<file path="src/rtl/pipe_skid_reg.sv">
// rtl/pipe_skid_reg.sv - handshaked pipeline-stage register with two-entry skid buffer,
// flush and a saturating stall counter.
module pipe_skid_reg #(
  parameter int DATA_W     = 128,
  parameter int CTRL_W     = 16,
  parameter int CNT_W      = 16,
  parameter int CLEAR_DATA = 0
) (
  input  logic              clk,
  input  logic              rst,
  input  logic              flush,
  input  logic              in_valid,
  output logic              in_ready,
  input  logic [CTRL_W-1:0] in_ctrl,
  input  logic [DATA_W-1:0] in_data,
  output logic              out_valid,
  input  logic              out_ready,
  output logic [CTRL_W-1:0] out_ctrl,
  output logic [DATA_W-1:0] out_data,
  output logic [CNT_W-1:0]  stall_cnt
);

  typedef enum logic [1:0] {
    EMPTY = 2'd0,
    FULL  = 2'd1,
    SKID  = 2'd2
  } state_t;

  state_t            state;
  logic [CTRL_W-1:0] main_ctrl;
  logic [DATA_W-1:0] main_data;
  logic [CTRL_W-1:0] skid_ctrl;
  logic [DATA_W-1:0] skid_data;
  logic              in_fire;

  assign in_fire  = in_valid & in_ready;
  assign out_data = main_data;
  // Bubble masking: downstream never sees control bits without a valid entry.
  assign out_ctrl = out_valid ? main_ctrl : '0;

  always_ff @(posedge clk) begin
    if (rst) begin
      state     <= EMPTY;
      in_ready  <= 1'b1;
      out_valid <= 1'b0;
      main_ctrl <= '0;
      main_data <= '0;
      skid_ctrl <= '0;
      skid_data <= '0;
      stall_cnt <= '0;
    end else begin
      if (out_valid && !out_ready && !flush && stall_cnt != '1)
        stall_cnt <= stall_cnt + 1'b1;

      if (flush) begin
        state     <= EMPTY;
        in_ready  <= 1'b1;
        out_valid <= 1'b0;
        main_ctrl <= '0;
        skid_ctrl <= '0;
        if (CLEAR_DATA != 0) begin
          main_data <= '0;
          skid_data <= '0;
        end
      end else begin
        case (state)
          EMPTY: begin
            if (in_fire) begin
              state     <= FULL;
              out_valid <= 1'b1;
              main_ctrl <= in_ctrl;
              main_data <= in_data;
            end
          end
          FULL: begin
            if (in_fire && out_ready) begin
              main_ctrl <= in_ctrl;
              main_data <= in_data;
            end else if (in_fire) begin
              // Head is stalled: park the newcomer behind it and close the input.
              state     <= SKID;
              in_ready  <= 1'b0;
              skid_ctrl <= in_ctrl;
              skid_data <= in_data;
            end else if (out_ready) begin
              state     <= EMPTY;
              out_valid <= 1'b0;
              main_ctrl <= '0;
              if (CLEAR_DATA != 0) main_data <= '0;
            end
          end
          SKID: begin
            if (out_ready) begin
              state     <= FULL;
              in_ready  <= 1'b1;
              main_ctrl <= skid_ctrl;
              main_data <= skid_data;
              skid_ctrl <= '0;
              if (CLEAR_DATA != 0) skid_data <= '0;
            end
          end
          default: begin
            state     <= EMPTY;
            in_ready  <= 1'b1;
            out_valid <= 1'b0;
            main_ctrl <= '0;
            skid_ctrl <= '0;
          end
        endcase
      end
    end
  end

endmodule
</file>
<file path="config.mk">
export PLATFORM = sky130hd
export DESIGN_NAME = pipe_skid_reg
export DESIGN_NICKNAME = d
export VERILOG_FILES = /design/src/rtl/pipe_skid_reg.sv
export SDC_FILE = /design/constraint.sdc
export NUM_CORES = 1
export LEC_CHECK = 0
export ABC_AREA = 1
export BUFFER_PORTS_ARGS = -buffer_cell sky130_fd_sc_hd__clkbuf_2
export CAP_MARGIN = 10
export CELL_PAD_IN_SITES_DETAIL_PLACEMENT = 1
export CELL_PAD_IN_SITES_GLOBAL_PLACEMENT = 2
export CORE_MARGIN = 3
export CORE_UTILIZATION = 30
export CTS_BUF_LIST = sky130_fd_sc_hd__clkbuf_8
export CTS_CLUSTER_SIZE = 8
export DETAILED_ROUTE_END_ITERATION = 12
export PLACE_DENSITY = 0.84
export SYNTH_ARGS = -nofsm -noshare
export SYNTH_HDL_FRONTEND = slang
export SYNTH_SLANG_ARGS = --single-unit
</file>
<file path="constraint.sdc">
create_clock -name clk -period 1.81 [get_ports clk]
set_clock_uncertainty 0.05 [all_clocks]
set_input_delay 0.181 -clock clk [delete_from_list [all_inputs] [get_ports clk]]
set_output_delay 0.181 -clock clk [all_outputs]
set_load 0.005 [all_outputs]
</file>
# ---- Word-level counts from Yosys, hierarchy flattened
# Index checks and enable logic that the tools add are counted.
dict set report totals {
  ff_bits 308
  input_bits 149
  elab_cells 70
  out_inout_bits 162
}
dict set report op_classes {
  addsub 1
  reduce_logical 15
  mux 28
  n_eq_ne 13
  bitwise_logic 5
}
# cell n
set ops {}
lappend ops {{$mux W128} 3}
lappend ops {{$pmux W128 S3} 1}
lappend ops {{$mux W16} 7}
lappend ops {{$pmux W16 S3} 2}
lappend ops {{$add A16 B1 Y16 const B} 1}
lappend ops {{$ne A16 B16 Y1 const B} 1}
lappend ops {{$reduce_and A4 Y1} 4}
lappend ops {{$ne A2 B2 Y1 const B} 7}
lappend ops {{$mux W2} 5}
lappend ops {{$reduce_and A5 Y1} 2}
lappend ops {{$ne A3 B3 Y1 const B} 3}
lappend ops {{$mux W1} 7}
lappend ops {{$pmux W1 S3} 2}
lappend ops {{$pmux W2 S3} 1}
lappend ops {{$logic_and A1 B1 Y1} 4}
lappend ops {{$not A1 Y1} 4}
lappend ops {{$reduce_bool A3 Y1} 1}
lappend ops {{$eq A2 B1 Y1 const B} 1}
lappend ops {{$eq A2 B2 Y1 const B} 1}
lappend ops {{$logic_not A1 Y1} 2}
lappend ops {{$logic_not A2 Y1} 1}
lappend ops {{$reduce_or A2 Y1} 1}
lappend ops {{$and A1 B1 Y1} 1}

# ---- Logic depth before layout (Yosys ltp)
# Gate-level depths: netlist (run 1).
dict set report logic_depth {
  depth_word 4
  ltp_mapped 11
}

# ---- Least setup slack after synthesis (run 1)
# OpenSTA, ideal clock, no wires.
dict set report synth_path {
  path_kind {register to register}
  from {reg stall_cnt[0]}
  to {reg stall_cnt[11]}
  path_stages_with_launch 10
  path_slack_ns 0.171
  t_required_ns 1.645
  synth_period_minus_slack_ns 1.639
  setup_ns 0.115
  arrival_time_ns 1.474
  cell_sequence {dfxtp_1 -> ha_1 -> inv_1 -> nor2_1 -> nand2_1 -> nor2_1 -> nor2_1 -> buf_2 -> a21oi_1 -> nor2_1}
}
dict set report synth_via {
  elab_chain_cells 2
}
# element line
set synth_rtl {}
lappend synth_rtl {{start: declaration} 20} ;# output logic [CNT_W-1:0] stall_cnt
lappend synth_rtl {{start signal: assignment} 53} ;# stall_cnt <= stall_cnt + 1'b1;
lappend synth_rtl {{parallel branches: the longest is 2 deep, another holds $add A16 B1 Y16} n/a}
# Several ways; the timed one is not identified.
# A chain may end at the register's enable or synchronous reset.

# ---- Final worst setup path (run 1)
dict set report layout_path {
  from {reg state[0]}
  to {reg main_data[61] (netlist: out_data[61])}
}
dict set report layout_via {
  elab_chain_cells 3
}
# element line
set layout_rtl {}
lappend layout_rtl {{start: declaration} 29} ;# state_t state;
lappend layout_rtl {{start signal: assignment} 43} ;# state <= EMPTY;
lappend layout_rtl {{start signal: assignment} 56} ;# state <= EMPTY;
lappend layout_rtl {{start signal: assignment} 69} ;# state <= FULL;
lappend layout_rtl {{$eq A2 B1 Y1 (tied with other cells)} 66} ;# case (state)
lappend layout_rtl {{$ne A2 B2 Y1 (no source line) / $reduce_bool A3 Y1 (equally long branches)} n/a}
lappend layout_rtl {{$reduce_and A5 Y1 (no source line)} n/a}
lappend layout_rtl {{end signal: assignment} 72} ;# main_data <= in_data;
lappend layout_rtl {{end signal: assignment} 78} ;# main_data <= in_data;
lappend layout_rtl {{end signal: assignment} 97} ;# main_data <= skid_data;
lappend layout_rtl {{end: declaration} 31} ;# logic [DATA_W-1:0] main_data;
# Several ways; a longest one is shown, not always the timed one.

==> results of run 1 <==
[Yosys cell counts, drive strengths merged]
| cell type | number | area [um^2] |
|---|---|---|
| nand3 | 156 | 793 |
| o211ai | 1 | 7.51 |
| clkbuf | 84 | 315 |
| nor3 | 2 | 10.0 |
| a211oi | 1 | 7.51 |
| inv | 173 | 652 |
| a31oi | 1 | 6.26 |
| a21oi | 298 | 1490 |
| clkinv | 2 | 12.5 |
| nand4 | 4 | 31.3 |
| xor2 | 3 | 26.3 |
| nor2 | 40 | 160 |
| ha | 1 | 12.5 |
| nand2 | 431 | 1630 |
| and3 | 1 | 6.26 |
| dfxtp | 308 | 6170 |
| buf | 56 | 339 |
| xnor2 | 2 | 17.5 |
| a221oi | 1 | 8.76 |
| o21ai | 262 | 1310 |
[stage by stage]
step / instances / setup TNS, ps / hold slack, ps / total power (uW) / util, %
after floorplan: 1827 / 0 / 289 / 8110 / -
after CTS: 2903 / 0 / 272 / 16300 / 43.1
after detailed placement: 2655 / -4180 / 390 / 8930 / 36.7
after global placement: 2655 / -1680 / 381 / 8890 / 36.7
final: 2934 / 0 / 324 / 16300 / 44.6
after global routing: 2933 / -436 / 318 / 17200 / 44.6
[critical path, cell delays in order, from the launching register on]
cell	delay, ps
dfxtp_4	370
buf_4	150
nor2_4	170
nand2_2	110
nand3_4	120
clkinv_8	120
nand2_8	160
buf_12	130
clkbuf_16	140
nand2_2	50
a21oi_2	150
[cell families after synthesis]
family	after synthesis
simple gates	634
compound gates	564
buf+inv	315
flops	308
xor+xnor	5
fa+ha+maj	1
[area by class of cell]
| cell class | instances | area [um^2] |
|---|---|---|
| Clock buffer | 78 | 1070 |
| Antenna cell | 5 | 12.5 |
| Fill cell | 5310 | 23500 |
| Multi-Input combinational cell | 1205 | 5650 |
| Tap cell | 577 | 722 |
| Sequential cell | 308 | 6170 |
| Timing Repair Buffer | 564 | 4470 |
| Clock inverter | 22 | 126 |
| Inverter | 175 | 683 |
[per-layer routing]
metal / part of all wire [%] / wire (um) / GRT usage (%)
met1: 44 / 22300 / 25.7
met2: 48 / 24200 / 34.3
met3: 5.1 / 2590 / 3.87
met4: 3.6 / 1860 / 8.54
met5: 0 / 0 / 0
[worst paths after layout]
check	startpoint	to	cells past startpoint
setup / recovery	state[0]	out_data[61]	10
hold / removal	in_ctrl[11]	skid_ctrl[11]	4
setup reg to reg	state[0]	out_data[61]	10
hold reg to reg	skid_data[95]	skid_data[95]	2
[flip-flops by register name, indices dropped and copies added, names as in the netlist]
signal and flops:
in_ready 1, main_ctrl 16, out_data 128, out_valid 1, skid_ctrl 16, skid_data 128
stall_cnt 16, state 2
[power groups by stage]
| stage | registers, uW | logic (uW) | clock network [uW] |
|---|---|---|---|
| finish | 7140 | 2210 | 6990 |
| global route | 7160 | 2430 | 7570 |
| CTS | 7140 | 1920 | 7190 |
| detailed placement | 7280 | 1650 | 0 |
| global placement | 7280 | 1610 | 0 |
| floorplan | 7260 | 854 | 0 |
[repair_timing]
action,4_1_cts,5_1_grt
gates resized for setup,5,58
cloned,0,15
buffers inserted,0,11
endpoints found under the setup margin,86,151
hold buffers,148,0
pin swaps,0,34
hold endpoints to repair,292,0
==> qor.csv, run 1 <==
metric,value,unit
crit end category,flop,
Layout Nets,2459,
# clock sinks,308,
Reg power frac,43.7,%
Cells after Synth,1827,
Syn Std Cell Area,0.0130,mm^2
GRT Total Usage,20.4,%
post-route clock period utilization,99.0,%
status,completed,
Crit path required time,2320,ps
synthesized net count,1977,
worst-path fanout max,7,
max_slew headroom,45.3,%
H-tree depth,2,
Startpoint Class,flop,
largest net degree at the start of global routing,138,
pre-CTS WS,-313,ps
starting density of the core,30.6,%
RSZ-0062 raised after global routing,true,
most used cells in the layout excluding fill and tap cells,"nand2_1 (423), clkbuf_2 (309), dfxtp_1 (306)",
TritonCTS Buffers,55,
final-report max-slew violation count,0,
vias in the first global route,14600,
HP Class,input port to flop,
vias per inst,4.85,
Slew @ Worst Pin,820,ps
Post-Layout Inst Area,0.0189,mm^2
Synth Area in XOR/XNOR,0.337,%
first-pass GRT wire length,77.8,mm
minimum clock period,1790,ps
Synth Area in Compound Gates,21.8,%
grt total ovfl,0,
Pwr Density,864,mW/mm^2
Post-Synth Simple-Gate Area,20.2,%
Worst VDD drop,0.000539,V
Root Buffer,clkbuf_8,
Row Count,75,
initial antenna violation count,4,
Routed WL,51.0,mm
Setup-failing EPs final,0,
Clock Latency Late Sink,650,ps
via count,14200,
"commonest non-fill, non-tap cell in the layout",nand2_1,
Layout area overhead,45.5,%
combinational share of power,13.5,%
final worst setup slack,18.6,ps
Die Area,0.0459,mm^2
worst path arrival time,2300,ps
layout cell share with drive strength beyond 1,23.0,%
Psw,4370,uW
Max Clk Rate,558,MHz
"CTS clk-pin slew, worst paths",60,ps
final hold violation count,0,
Die H,214,um
CTS tree,built,
Post-Place Cell Area,0.0156,mm^2
Routed WL per cell,17.4,um
Synth Area in Adders,0.0962,%
initial DRC count,560,
max-capacitance violation count,0,
Lkg Pwr,0.00818,uW
clock share of power,42.8,%
CTS Buffer Depth,3,
Internal,12000,uW
Mapped Avg Cell Area,7.12,um^2
Core ar.,0.0424,mm^2
fraction of synthesized area in multiplexers,0,%
Synth Register Bits,308,
io pins,311,
critical path class,flop to flop,
sequential fraction of the synthesis area,47.4,%
largest family of logic cells by synthesized area,compound AO/OA/AOI/OAI gates,
GPL Wtd Cong,0.757,
Die W,214,um
synth unique cells,31,
# DRC,0,
Synth Warn #,0,
post-DP HPWL,30.7,mm
TritonRoute pass-1 iters,5,
Switching Share,26.7,%
final antenna-violating net count,0,
Port Buffers,310,
R2R setup slack,20,ps
Power figures use the tool's default switching activity.
==> inputs of run 2 (changes only) <==
--- a/config.mk
+++ b/config.mk
@@ -11,11 +11,11 @@
 export CELL_PAD_IN_SITES_DETAIL_PLACEMENT = 1
 export CELL_PAD_IN_SITES_GLOBAL_PLACEMENT = 2
 export CORE_MARGIN = 3
-export CORE_UTILIZATION = 30
+export CORE_UTILIZATION = 25
 export CTS_BUF_LIST = sky130_fd_sc_hd__clkbuf_8
 export CTS_CLUSTER_SIZE = 8
 export DETAILED_ROUTE_END_ITERATION = 12
-export PLACE_DENSITY = 0.84
+export PLACE_DENSITY = 0.73
 export SYNTH_ARGS = -nofsm -noshare
 export SYNTH_HDL_FRONTEND = slang
 export SYNTH_SLANG_ARGS = --single-unit
==> qor.csv, run 2 (synthesized netlist as in run 1, its figures left out) <==
metric,value,unit
"CTS clk-pin slew, worst paths",60,ps
RSZ-0062 raised after global routing,true,
post-route clock period utilization,95.0,%
Switching Share,26.2,%
Startpoint Class,flop,
# DRC,0,
Post-Layout Cell Count,3036,
combinational share of power,12.9,%
pre-CTS WS,-258,ps
CTS Buffer Depth,3,
Die W,234,um
max-capacitance violation count,0,
final hold violation count,0,
Max Clk Rate,582,MHz
Slew @ Worst Pin,757,ps
CTS tree,built,
Root Buffer,clkbuf_8,
GRT Total Usage,17.3,%
Reg power frac,42.7,%
R2R depth,10,
reg2reg start,state[1],
crit-path cells,buf_12 > nor2_4 > nand2_2 > nand3_4 > clkinv_8 > nand2_8 > buf_12 > clkbuf_16 > nand2_1 > a21oi_1,
final setup TNS,0,ps
GPL Wtd Cong,0.778,
crit path to,out_data[88],
# clock sinks,308,
Internal,12300,uW
post-DP HPWL,31.9,mm
Design Power,16700,uW
Setup-failing EPs final,0,
via count,14000,
vias per inst,4.63,
dpl cells,2750,
max_slew headroom,49.6,%
Sequential Area,0.00617,mm^2
Routed WL per cell,17.0,um
Core ar.,0.0508,mm^2
worst path arrival time,2210,ps
HP Class,input port to flop,
largest net degree at the start of global routing,84,
initial DRC count,541,
first-pass GRT wire length,76.1,mm
Clock Latency Late Sink,630,ps
Layout area overhead,47.2,%
crit path max-delay cell type,dfxtp_4,
Routed WL,51.6,mm
most used cells in the layout excluding fill and tap cells,"nand2_1 (422), clkbuf_2 (309), dfxtp_1 (306)",
worst stage delay on the critical path,360,ps
final-report max-slew violation count,0,
Lkg Pwr,0.00824,uW
Pwr Density,874,mW/mm^2
Critical Path Start,state[1],
Row Count,82,
starting density of the core,25.6,%
Die H,234,um
vias in the first global route,13800,
Psw,4370,uW
"Core Util, Final",37.7,%
area of the multi-input gates,0.00565,mm^2
initial antenna violation count,5,
final antenna-violating net count,0,
Worst VDD drop,0.000519,V
H-tree depth,2,
io pins,311,
R2R setup slack,90,ps
Critical R2R Capture,out_data[88],
TritonCTS Buffers,58,
clock share of power,44.4,%
crit end category,flop,
layout cell share with drive strength beyond 1,23.1,%
final worst setup slack,90.5,ps
TritonRoute pass-1 iters,5,
worst-path fanout max,13,
Port Buffers,310,
minimum clock period,1720,ps
Layout Nets,2470,
status,completed,
Crit path required time,2300,ps
filler instances,6308,
"commonest non-fill, non-tap cell in the layout",nand2_1,
grt total ovfl,0,
Die Area,0.0548,mm^2
critical path class,flop to flop,
CP most frequent cell,buf_12,
[run 2: what timing repair did]
| action | in CTS | in global routing |
|---|---|---|
| endpoints found under the hold margin | 296 | 0 |
| pin swaps | 0 | 6 |
| gates cloned | 2 | 12 |
| gates resized for setup | 12 | 43 |
| endpoints found under the setup margin | 148 | 250 |
| buffers inserted | 1 | 18 |
| hold buffers | 149 | 0 |
[run 2: layout make-up]
cell class                      instances  share of cell area (%)
Antenna cell                            4                  0.0523
Inverter                              175                    3.58
Sequential cell                       308                    32.3
Clock inverter                         26                    1.28
Timing Repair Buffer                  572                    23.6
Tap cell                              672                    4.39
Multi-Input combinational cell       1205                    29.5
Clock buffer                           74                    5.32
[run 2: worst max-delay path: cells and delay by family (launching register included)]
kind	cells	cell delay [ps]
and+or+nand+nor	5	560
buffers and inverters	4	540
DFF	1	360
AOI/OAI and AO/OA	1	110
[run 2: per-layer routing]
layer	vias to the layer above	GRT usage, %	part of all wire (%)
li1	6983	-	-
met5	-	0	0.025
met1	6712	22.4	45
met2	267	29.5	49
met4	2	5.13	2.1
met3	80	2.95	3.9
[run 2: worst min-delay path by stage]
stage / startpoint / depth (start not counted) / endpoint / slack (ps)
floorplan: rst / 2 / in_ready / 290
global placement: skid_data[92] / 2 / skid_data[92] / 380
detailed placement: skid_data[126] / 2 / skid_data[126] / 390
CTS: in_ctrl[7] / 4 / skid_ctrl[7] / 260
global route: in_ctrl[7] / 4 / skid_ctrl[7] / 280
finish: in_ctrl[7] / 4 / skid_ctrl[7] / 330
[run 2: through the flow]
step	instance area, um^2	hold slack (ps)
floorplan	13000	289
global placement	15600	382
detailed placement	15600	389
CTS	18500	258
global route	19100	283
finish	19100	327
[run 2: power by group through the flow]
| stage | Combinational (uW) | Sequential, uW | Clock (uW) |
|---|---|---|---|
| after detailed placement | 1630 | 7280 | 0 |
| after floorplan | 854 | 7260 | 0 |
| after global routing | 2380 | 7150 | 8030 |
| final | 2150 | 7130 | 7430 |
| after CTS | 1970 | 7140 | 7740 |
| after global placement | 1610 | 7280 | 0 |
==> inputs of run 3 (changes only) <==
--- a/config.mk
+++ b/config.mk
@@ -11,11 +11,11 @@
 export CELL_PAD_IN_SITES_DETAIL_PLACEMENT = 1
 export CELL_PAD_IN_SITES_GLOBAL_PLACEMENT = 2
 export CORE_MARGIN = 3
-export CORE_UTILIZATION = 25
+export CORE_UTILIZATION = 30
 export CTS_BUF_LIST = sky130_fd_sc_hd__clkbuf_8
 export CTS_CLUSTER_SIZE = 8
 export DETAILED_ROUTE_END_ITERATION = 12
-export PLACE_DENSITY = 0.73
+export PLACE_DENSITY = 0.84
 export SYNTH_ARGS = -nofsm -noshare
 export SYNTH_HDL_FRONTEND = slang
 export SYNTH_SLANG_ARGS = --single-unit
==> constraint.sdc (replaced) <==
create_clock -name clk -period 1.81 [get_ports clk]
set_clock_uncertainty 0.05 [all_clocks]
set_input_delay 0.362 -clock clk [delete_from_list [all_inputs] [get_ports clk]]
set_output_delay 0.362 -clock clk [all_outputs]
set_load 0.005 [all_outputs]
==> qor.csv, run 3 (synthesized netlist as in run 1, its figures left out) <==
metric,value,unit
status,completed,
vias in the first global route,14600,
initial DRC count,601,
# DRC,0,
Post-Place Cell Area,0.0156,mm^2
starting density of the core,30.6,%
crit-path cells,buf_12 > nand2_1 > inv_2 > clkbuf_2,
Pwr Density,863,mW/mm^2
CTS tree,built,
Routed WL,48.8,mm
layout cell share with drive strength beyond 1,21.4,%
RSZ-0062 raised after global routing,true,
Port Buffers,310,
Critical R2R Capture,out_data[59],
io pins,311,
Crit path required time,1400,ps
"CTS clk-pin slew, worst paths",60,ps
final hold violation count,0,
Die W,214,um
Setup-failing EPs final,0,
post-DP HPWL,30.9,mm
worst stage delay on the critical path,350,ps
Slew @ Worst Pin,557,ps
final antenna-violating net count,0,
initial antenna violation count,2,
grt total ovfl,0,
Startpoint Class,flop,
Row Count,75,
worst-path fanout max,18,
largest net degree at the start of global routing,81,
HP Class,input port to flop,
via count,14000,
crit end category,output pin,
R2R depth,10,
GRT Total Usage,20.5,%
post-route clock period utilization,98.4,%
CTS Buffer Depth,3,
H-tree depth,2,
crit path max-delay cell type,dfxtp_2,
worst hold endpoint,skid_data[76],
# clock sinks,308,
Die Area,0.0459,mm^2
GPL Wtd Cong,0.782,
Core ar.,0.0424,mm^2
Lkg Pwr,0.00794,uW
Layout Nets,2429,
final-report max-slew violation count,0,
Layout area overhead,41.3,%
worst path arrival time,1370,ps
Root Buffer,clkbuf_8,
WHS,57.4,ps
"commonest non-fill, non-tap cell in the layout",nand2_1,
vias per inst,4.84,
TritonRoute pass-1 iters,4,
most used cells in the layout excluding fill and tap cells,"nand2_1 (426), dfxtp_1 (305), clkbuf_2 (304)",
Max Clk Rate,561,MHz
Clock Latency Late Sink,640,ps
R2R setup slack,110,ps
Post-Layout Inst Area,0.0184,mm^2
max_slew headroom,62.9,%
Routed WL per cell,16.8,um
Hold Path Depth,3,
max-capacitance violation count,0,
critical path class,flop to output pin,
"Core Util, Final",43.3,%
Worst VDD drop,0.000462,V
reg2reg start,state[1],
filler instances,5362,
TritonCTS Buffers,56,
Die H,214,um
first-pass GRT wire length,77.7,mm
minimum clock period,1780,ps
min-delay src,in_data[76],
run 3: area by class of cell:
type	count	area (um^2)	area share, %
clock inverters	28	160	0.872
repair buffers	534	4080	22.2
clock buffers	71	977	5.32
diodes	3	7.51	0.0409
flip-flops and latches	308	6170	33.6
inverters	175	673	3.66
well taps	577	722	3.93
multi-input cells	1204	5580	30.4
run 3: how the worst max path moves through the flow:
stage | start | end | cells past startpoint
final | out_valid | out_ctrl[1] | 4
after global routing | out_valid | out_ctrl[1] | 4
after CTS | out_valid | out_ctrl[1] | 4
after detailed placement | in_valid | out_data[59] | 8
after global placement | in_valid | out_data[76] | 8
after floorplan | stall_cnt[0] | stall_cnt[11] | 9
run 3: repair_timing:
item,in CTS,in global routing
endpoints found under the hold margin,158,0
endpoints found under the setup margin,19,229
pin swaps,0,1
hold buffers,143,0
gates cloned,1,2
setup buffers,0,6
gates resized for setup,7,25
run 3: critical path: cells and delay by family (launching register included):
kind | cells | cell delay [ps]
DFF | 1 | 350
buffers and inverters | 3 | 320
and+or+nand+nor | 1 | 70
run 3: routing by layer:
layer / global-route usage, % / up-vias / share of wire, %
met2: 35.0 / 300 / 48
met4: 7.14 / 0 / 2.5
met1: 26.1 / 6767 / 45
met3: 3.43 / 83 / 4.1
met5: 0 / - / 0
li1: - / 6882 / -
run 3: metrics by stage:
step           power [uW]  TNS (ps)  instances  worst slack, ps
2_1_floorplan        8110         0       1827              171
3_3_place_gp         8900         0       2646             4.06
3_5_place_dp         8940     -96.4       2646            -56.8
4_1_cts             16000      -756       2889            -76.1
5_1_grt             16600      -645       2898            -68.0
6_report            15800         0       2900             29.0
run 3: where the power goes:
group	switching [uW]	internal [uW]
logic	1100	894
clock network	3050	3660
registers	137	7010
